`config.mk`:
```
export PLATFORM = sky130hd
export DESIGN_NAME = md_sequencer
export DESIGN_NICKNAME = d
export VERILOG_FILES = /design/src/rtl/md_sequencer.sv
export SDC_FILE = /design/constraint.sdc
export NUM_CORES = 1
export LEC_CHECK = 0
export ABC_AREA = 1
export ABC_CLOCK_PERIOD_IN_PS = 5000
export CELL_PAD_IN_SITES_DETAIL_PLACEMENT = 0
export CELL_PAD_IN_SITES_GLOBAL_PLACEMENT = 2
export CORE_UTILIZATION = 34
export DETAILED_ROUTE_END_ITERATION = 8
export PLACE_DENSITY = 0.83
export SLEW_MARGIN = 20
export SYNTH_ARGS = -nofsm -noshare
export SYNTH_HDL_FRONTEND = slang
export SYNTH_SLANG_ARGS = --single-unit
export TNS_END_PERCENT = 100
```
`constraint.sdc`:
```
create_clock -name clk -period 5 [get_ports clk]
set_input_delay 1 -clock clk [delete_from_list [all_inputs] [get_ports clk]]
set_output_delay 1 -clock clk [all_outputs]
set_load 0.01 [all_outputs]
```
`src/rtl/md_sequencer.sv`:
```
// Iterative signed multiply/divide sequencer producing HI/LO results.
// Shift-add multiply and restoring divide over magnitudes, sign-fixed at the end.
module md_sequencer #(
  parameter int unsigned WIDTH = 32
) (
  input  logic             clk,
  input  logic             rst,
  input  logic             start,
  input  logic             op,
  input  logic [WIDTH-1:0] a,
  input  logic [WIDTH-1:0] b,
  output logic             busy,
  output logic             done,
  output logic [WIDTH-1:0] hi_out,
  output logic [WIDTH-1:0] lo_out,
  output logic             hi_enable,
  output logic             lo_enable,
  output logic             div_by_zero
);

  localparam int unsigned CNT_W = $clog2(WIDTH) + 1;

  typedef enum logic [2:0] {
    S_IDLE,
    S_LOAD,
    S_RUN,
    S_FIX,
    S_DONE
  } state_e;

  state_e             state_q, state_d;
  logic               op_q, op_d;
  logic [WIDTH-1:0]   a_q, a_d;
  logic [WIDTH-1:0]   b_q, b_d;
  logic [WIDTH-1:0]   hi_acc_q, hi_acc_d;
  logic [WIDTH-1:0]   lo_acc_q, lo_acc_d;
  logic [WIDTH-1:0]   mag_q, mag_d;
  logic [WIDTH-1:0]   hi_out_q, hi_out_d;
  logic [WIDTH-1:0]   lo_out_q, lo_out_d;
  logic [CNT_W-1:0]   cnt_q, cnt_d;
  logic               busy_q, busy_d;
  logic               done_q, done_d;
  logic               dbz_q, dbz_d;

  logic [WIDTH-1:0]   abs_a, abs_b;
  logic [WIDTH:0]     mul_sum;
  logic [WIDTH:0]     div_shift;
  logic               div_ge;
  logic               sign_diff;
  logic [2*WIDTH-1:0] prod_neg;

  // Next-state, datapath iteration and result capture
  always_comb begin
    state_d   = state_q;
    op_d      = op_q;
    a_d       = a_q;
    b_d       = b_q;
    hi_acc_d  = hi_acc_q;
    lo_acc_d  = lo_acc_q;
    mag_d     = mag_q;
    hi_out_d  = hi_out_q;
    lo_out_d  = lo_out_q;
    cnt_d     = cnt_q;
    dbz_d     = 1'b0;

    abs_a     = a_q[WIDTH-1] ? -a_q : a_q;
    abs_b     = b_q[WIDTH-1] ? -b_q : b_q;
    sign_diff = a_q[WIDTH-1] ^ b_q[WIDTH-1];
    mul_sum   = {1'b0, hi_acc_q} + (lo_acc_q[0] ? {1'b0, mag_q} : '0);
    div_shift = {hi_acc_q, lo_acc_q[WIDTH-1]};
    div_ge    = div_shift >= {1'b0, mag_q};
    prod_neg  = -{hi_acc_q, lo_acc_q};

    case (state_q)
      S_IDLE: begin
        if (start) begin
          state_d = S_LOAD;
          op_d    = op;
          a_d     = a;
          b_d     = b;
        end
      end
      S_LOAD: begin
        cnt_d    = '0;
        hi_acc_d = '0;
        if (op_q) begin
          lo_acc_d = abs_a;
          mag_d    = abs_b;
        end else begin
          lo_acc_d = abs_b;
          mag_d    = abs_a;
        end
        if (op_q && (b_q == '0)) begin
          state_d  = S_DONE;
          hi_out_d = a_q;
          lo_out_d = '1;
          dbz_d    = 1'b1;
        end else begin
          state_d  = S_RUN;
        end
      end
      S_RUN: begin
        cnt_d = cnt_q + CNT_W'(1);
        if (op_q) begin
          // Restoring step: remainder in hi_acc, dividend shifts out of lo_acc as quotient shifts in
          if (div_ge) begin
            hi_acc_d = WIDTH'(div_shift - {1'b0, mag_q});
            lo_acc_d = {lo_acc_q[WIDTH-2:0], 1'b1};
          end else begin
            hi_acc_d = div_shift[WIDTH-1:0];
            lo_acc_d = {lo_acc_q[WIDTH-2:0], 1'b0};
          end
        end else begin
          hi_acc_d = mul_sum[WIDTH:1];
          lo_acc_d = {mul_sum[0], lo_acc_q[WIDTH-1:1]};
        end
        if (cnt_q == CNT_W'(WIDTH - 1)) begin
          state_d = S_FIX;
        end
      end
      S_FIX: begin
        state_d = S_DONE;
        if (op_q) begin
          lo_out_d = sign_diff ? -lo_acc_q : lo_acc_q;
          hi_out_d = a_q[WIDTH-1] ? -hi_acc_q : hi_acc_q;
        end else if (sign_diff) begin
          {hi_out_d, lo_out_d} = prod_neg;
        end else begin
          hi_out_d = hi_acc_q;
          lo_out_d = lo_acc_q;
        end
      end
      S_DONE: begin
        state_d = S_IDLE;
      end
      default: begin
        state_d = S_IDLE;
      end
    endcase

    done_d = (state_d == S_DONE);
    busy_d = (state_d != S_IDLE);
  end

  always_ff @(posedge clk) begin
    if (rst) begin
      state_q  <= S_IDLE;
      op_q     <= 1'b0;
      a_q      <= '0;
      b_q      <= '0;
      hi_acc_q <= '0;
      lo_acc_q <= '0;
      mag_q    <= '0;
      hi_out_q <= '0;
      lo_out_q <= '0;
      cnt_q    <= '0;
      busy_q   <= 1'b0;
      done_q   <= 1'b0;
      dbz_q    <= 1'b0;
    end else begin
      state_q  <= state_d;
      op_q     <= op_d;
      a_q      <= a_d;
      b_q      <= b_d;
      hi_acc_q <= hi_acc_d;
      lo_acc_q <= lo_acc_d;
      mag_q    <= mag_d;
      hi_out_q <= hi_out_d;
      lo_out_q <= lo_out_d;
      cnt_q    <= cnt_d;
      busy_q   <= busy_d;
      done_q   <= done_d;
      dbz_q    <= dbz_d;
    end
  end

  assign busy        = busy_q;
  assign done        = done_q;
  assign hi_out      = hi_out_q;
  assign lo_out      = lo_out_q;
  assign hi_enable   = done_q;
  assign lo_enable   = done_q;
  assign div_by_zero = dbz_q;

endmodule

```
==> reports/metrics.yaml <==
synth_edf_count: 0
yosysSeqAreaShare_pct: 24.1
cts_setup_buffers: 0
initial_core_util_pct: 34.7
dieWidth_um: 243
layout_worst_path_cycle_share_pct: 68.7
portBuffers: 136
cts_made_buffers: 30
drv_cap: 0
asyncSetResetFlopFracSynth_pct: 0
timing.slew.headroom_pct: 26.1
synthCells: 3394
clk_pin_slew_ns: 0.06
wl_mm: 95.4
period_needed_ns: 3.43
hold_depth: 1
die_h_um: 243
holdPathEnd: "cnt_q[5]"
synth.distinct_cells: 54
core_um2: 56800
critPathMostFrequentCell: "a21oi_1"
wl_per_cell_um: 22.6
row_count: 87
yosysWarnings: 0
dp_hpwl_mm: 76.6
cts_buffer_depth: 3
crit_path_end_kind: "flop"
clk_latency_ns: 0.63
slowest_stage: "dfxtp_1"
htreeDepth: 1
overflow: 0
fp.dieArea_um2: 59000
cts.sinks: 237
grt_pass1_vias: 21500
synth_top_flop_cell: "dfxtp_1"
startpoint_type: "flop"
postCtsHoldBufs: 0
worstPathCellList: "buf_4, nand2_1, inv_1, ha_1, a21o_1, a21oi_1, o21ai_0, a21oi_1, a21oi_1, nor2_1, nor2_1, nand2_1, a21oi_1"
viasPerCell: 5.43
globalplace.congestion: 1.01
synth-seq-cells: 237
syn_area_per_cell_um2: 5.81
slowest_delay_ns: 0.95
finalHoldViolations: 0
first_pass_iters: 6
cp.arrival_ns: 3.86
r2r_end: "hi_acc_q[27]"
post_cts_resized: 0
netlist.area_leader.share_pct: 24.1
hp-class: "flop to flop"
r2r_slack_ns: 1.57
p_leak_nw: 10.7
run_status: "finished clean"
p_per_area_nw_per_um2: 324
grt_use_total_pct: 31.4
nets: 3586
tightest_slew_ns: 1.10
netlist_top_cells_area: "dfxtp_1 (24%), nand2_1 (17%), nand3_1 (9.7%)"
dr_total_vias: 22900
setup_tns_ns: 0
syn-cell-area_um2: 19700
critical_path_required_ns: 5.43
reg2reg_depth: 13
crit_type: "flop to flop"
fin_util_pct: 40.0
synth.cells.most_frequent: "nand2_1 (886), inv_1 (437), nand3_1 (383), a21oi_1 (290), nor2_1 (277)"
ant_nets: 0
drv_slew: 0
ioPinCount: 137
fmaxAchievable_ghz: 0.291
critPathMaxFanout: 25
clockRootBuffer: "clkbuf_16"
grt_max_degree: 94
antenna_cells: 0
setup_viol: 0
holdWs_ns: 0.464
final.setup_skew_ns: 0.0586
rsz0062_at_grt: "false"
crit-reg2reg-launch: "lo_acc_q[0]"
antenna_found_initial: 1
yosys.area.top_type: "dfxtp_1"
yosysMostFrequentCell: "nand2_1"
hp-start: "cnt_q[5]"
cts_tree: "done"
area_growth_pct: 15.3
syn-num-nets: 3533
drc_errors: 0
peakVddDrop_uv: 262
drt-initial-drc-count: 2203
drive_gt1_share_pct: 5.01
grt_pass1_wl_mm: 139
## registers in the layout, indices dropped and copies added (netlist names), 3 cells and up
name,cells
a_q,32
b_q,32
hi_acc_q,32
hi_out,32
lo_acc_q,32
lo_out,32
mag_q,32
cnt_q,6
state_q,3
## where the power goes
| part | leakage (nW) | switching [mW] | total (mW) | internal (mW) |
|---|---|---|---|---|
| Clock | 0.517 | 0.924 | 2.35 | 1.43 |
| Combinational | 8.21 | 2.01 | 2.81 | 0.793 |
| Sequential | 1.93 | 0.194 | 2.20 | 2.00 |
## layout by cell type, fill, tap and decap left out, types with 33 or more instances in the layout
cell type,count
xor2_1,45
buf_4,35
inv_2,33
nand2_1,886
o21ai_0,234
nand3_1,382
o21ai_1,56
a21oi_1,290
nor2_1,277
o211ai_1,59
ha_1,69
clkdlybuf4s50_1,135
inv_1,436
nand4_1,49
dfxtp_1,235
## critical path, delay by kind of cell (launching register included)
family / cells / cell delay [ns]
AND/OR/NAND/NOR: 4 / 0.57
AO/OA/AOI/OAI: 6 / 0.99
buffers and inverters: 2 / 0.44
adder cells (fa/ha/maj): 1 / 0.33
flip-flops: 1 / 0.95
## how the worst max path moves through the flow
stage,startpoint,to,slack [ns],cells past startpoint
3_5_place_dp,rst,cnt_q[0],1.58,5
5_1_grt,lo_acc_q[0],hi_acc_q[28],1.24,16
6_report,lo_acc_q[0],hi_acc_q[27],1.57,13
3_3_place_gp,rst,mag_q[0],1.63,5
2_1_floorplan,lo_acc_q[0],hi_acc_q[31],2.47,18
4_1_cts,lo_acc_q[0],hi_acc_q[27],1.65,15
## through the flow
stage	cell area, um2	power (mW)	instances	worst slack [ns]
after floorplan	19700	4.03	3394	2.47
final	22700	7.36	4226	1.57
after global placement	21700	4.99	4171	1.63
after CTS	22700	7.35	4226	1.65
after global routing	22700	7.74	4226	1.24
after detailed placement	21700	4.98	4171	1.58
## metal layers
layer | global-route usage [%] | vias up | routed length, um
li1 | - | 11300 | -
met3 | 4.57 | 153 | 6280
met4 | 10.6 | 0 | 3500
met1 | 39.9 | 10700 | 40300
met5 | 0 | - | 0
met2 | 53.8 | 818 | 45300
## logic make-up after synthesis
| family | Yosys count | share of synthesized area [%] |
|---|---|---|
| XOR/XNOR | 46 | 2.04 |
| adder cells (fa/ha/maj) | 71 | 4.58 |
| AO/OA/AOI/OAI | 719 | 19.9 |
| flip-flops | 237 | 24.1 |
| buffers and inverters | 624 | 12.5 |
| AND/OR/NAND/NOR | 1697 | 37.0 |
## final cells by class
cell class                      count  area, um2
Clock buffer                       43        880
Clock inverter                     12        196
Fill cell                        6425      34100
Inverter                          474       1790
Multi-Input combinational cell   2533      12500
Sequential cell                   237       4750
Tap cell                          756        946
Timing Repair Buffer              171       1630
Note: power is estimated with default switching activity, not from simulation.
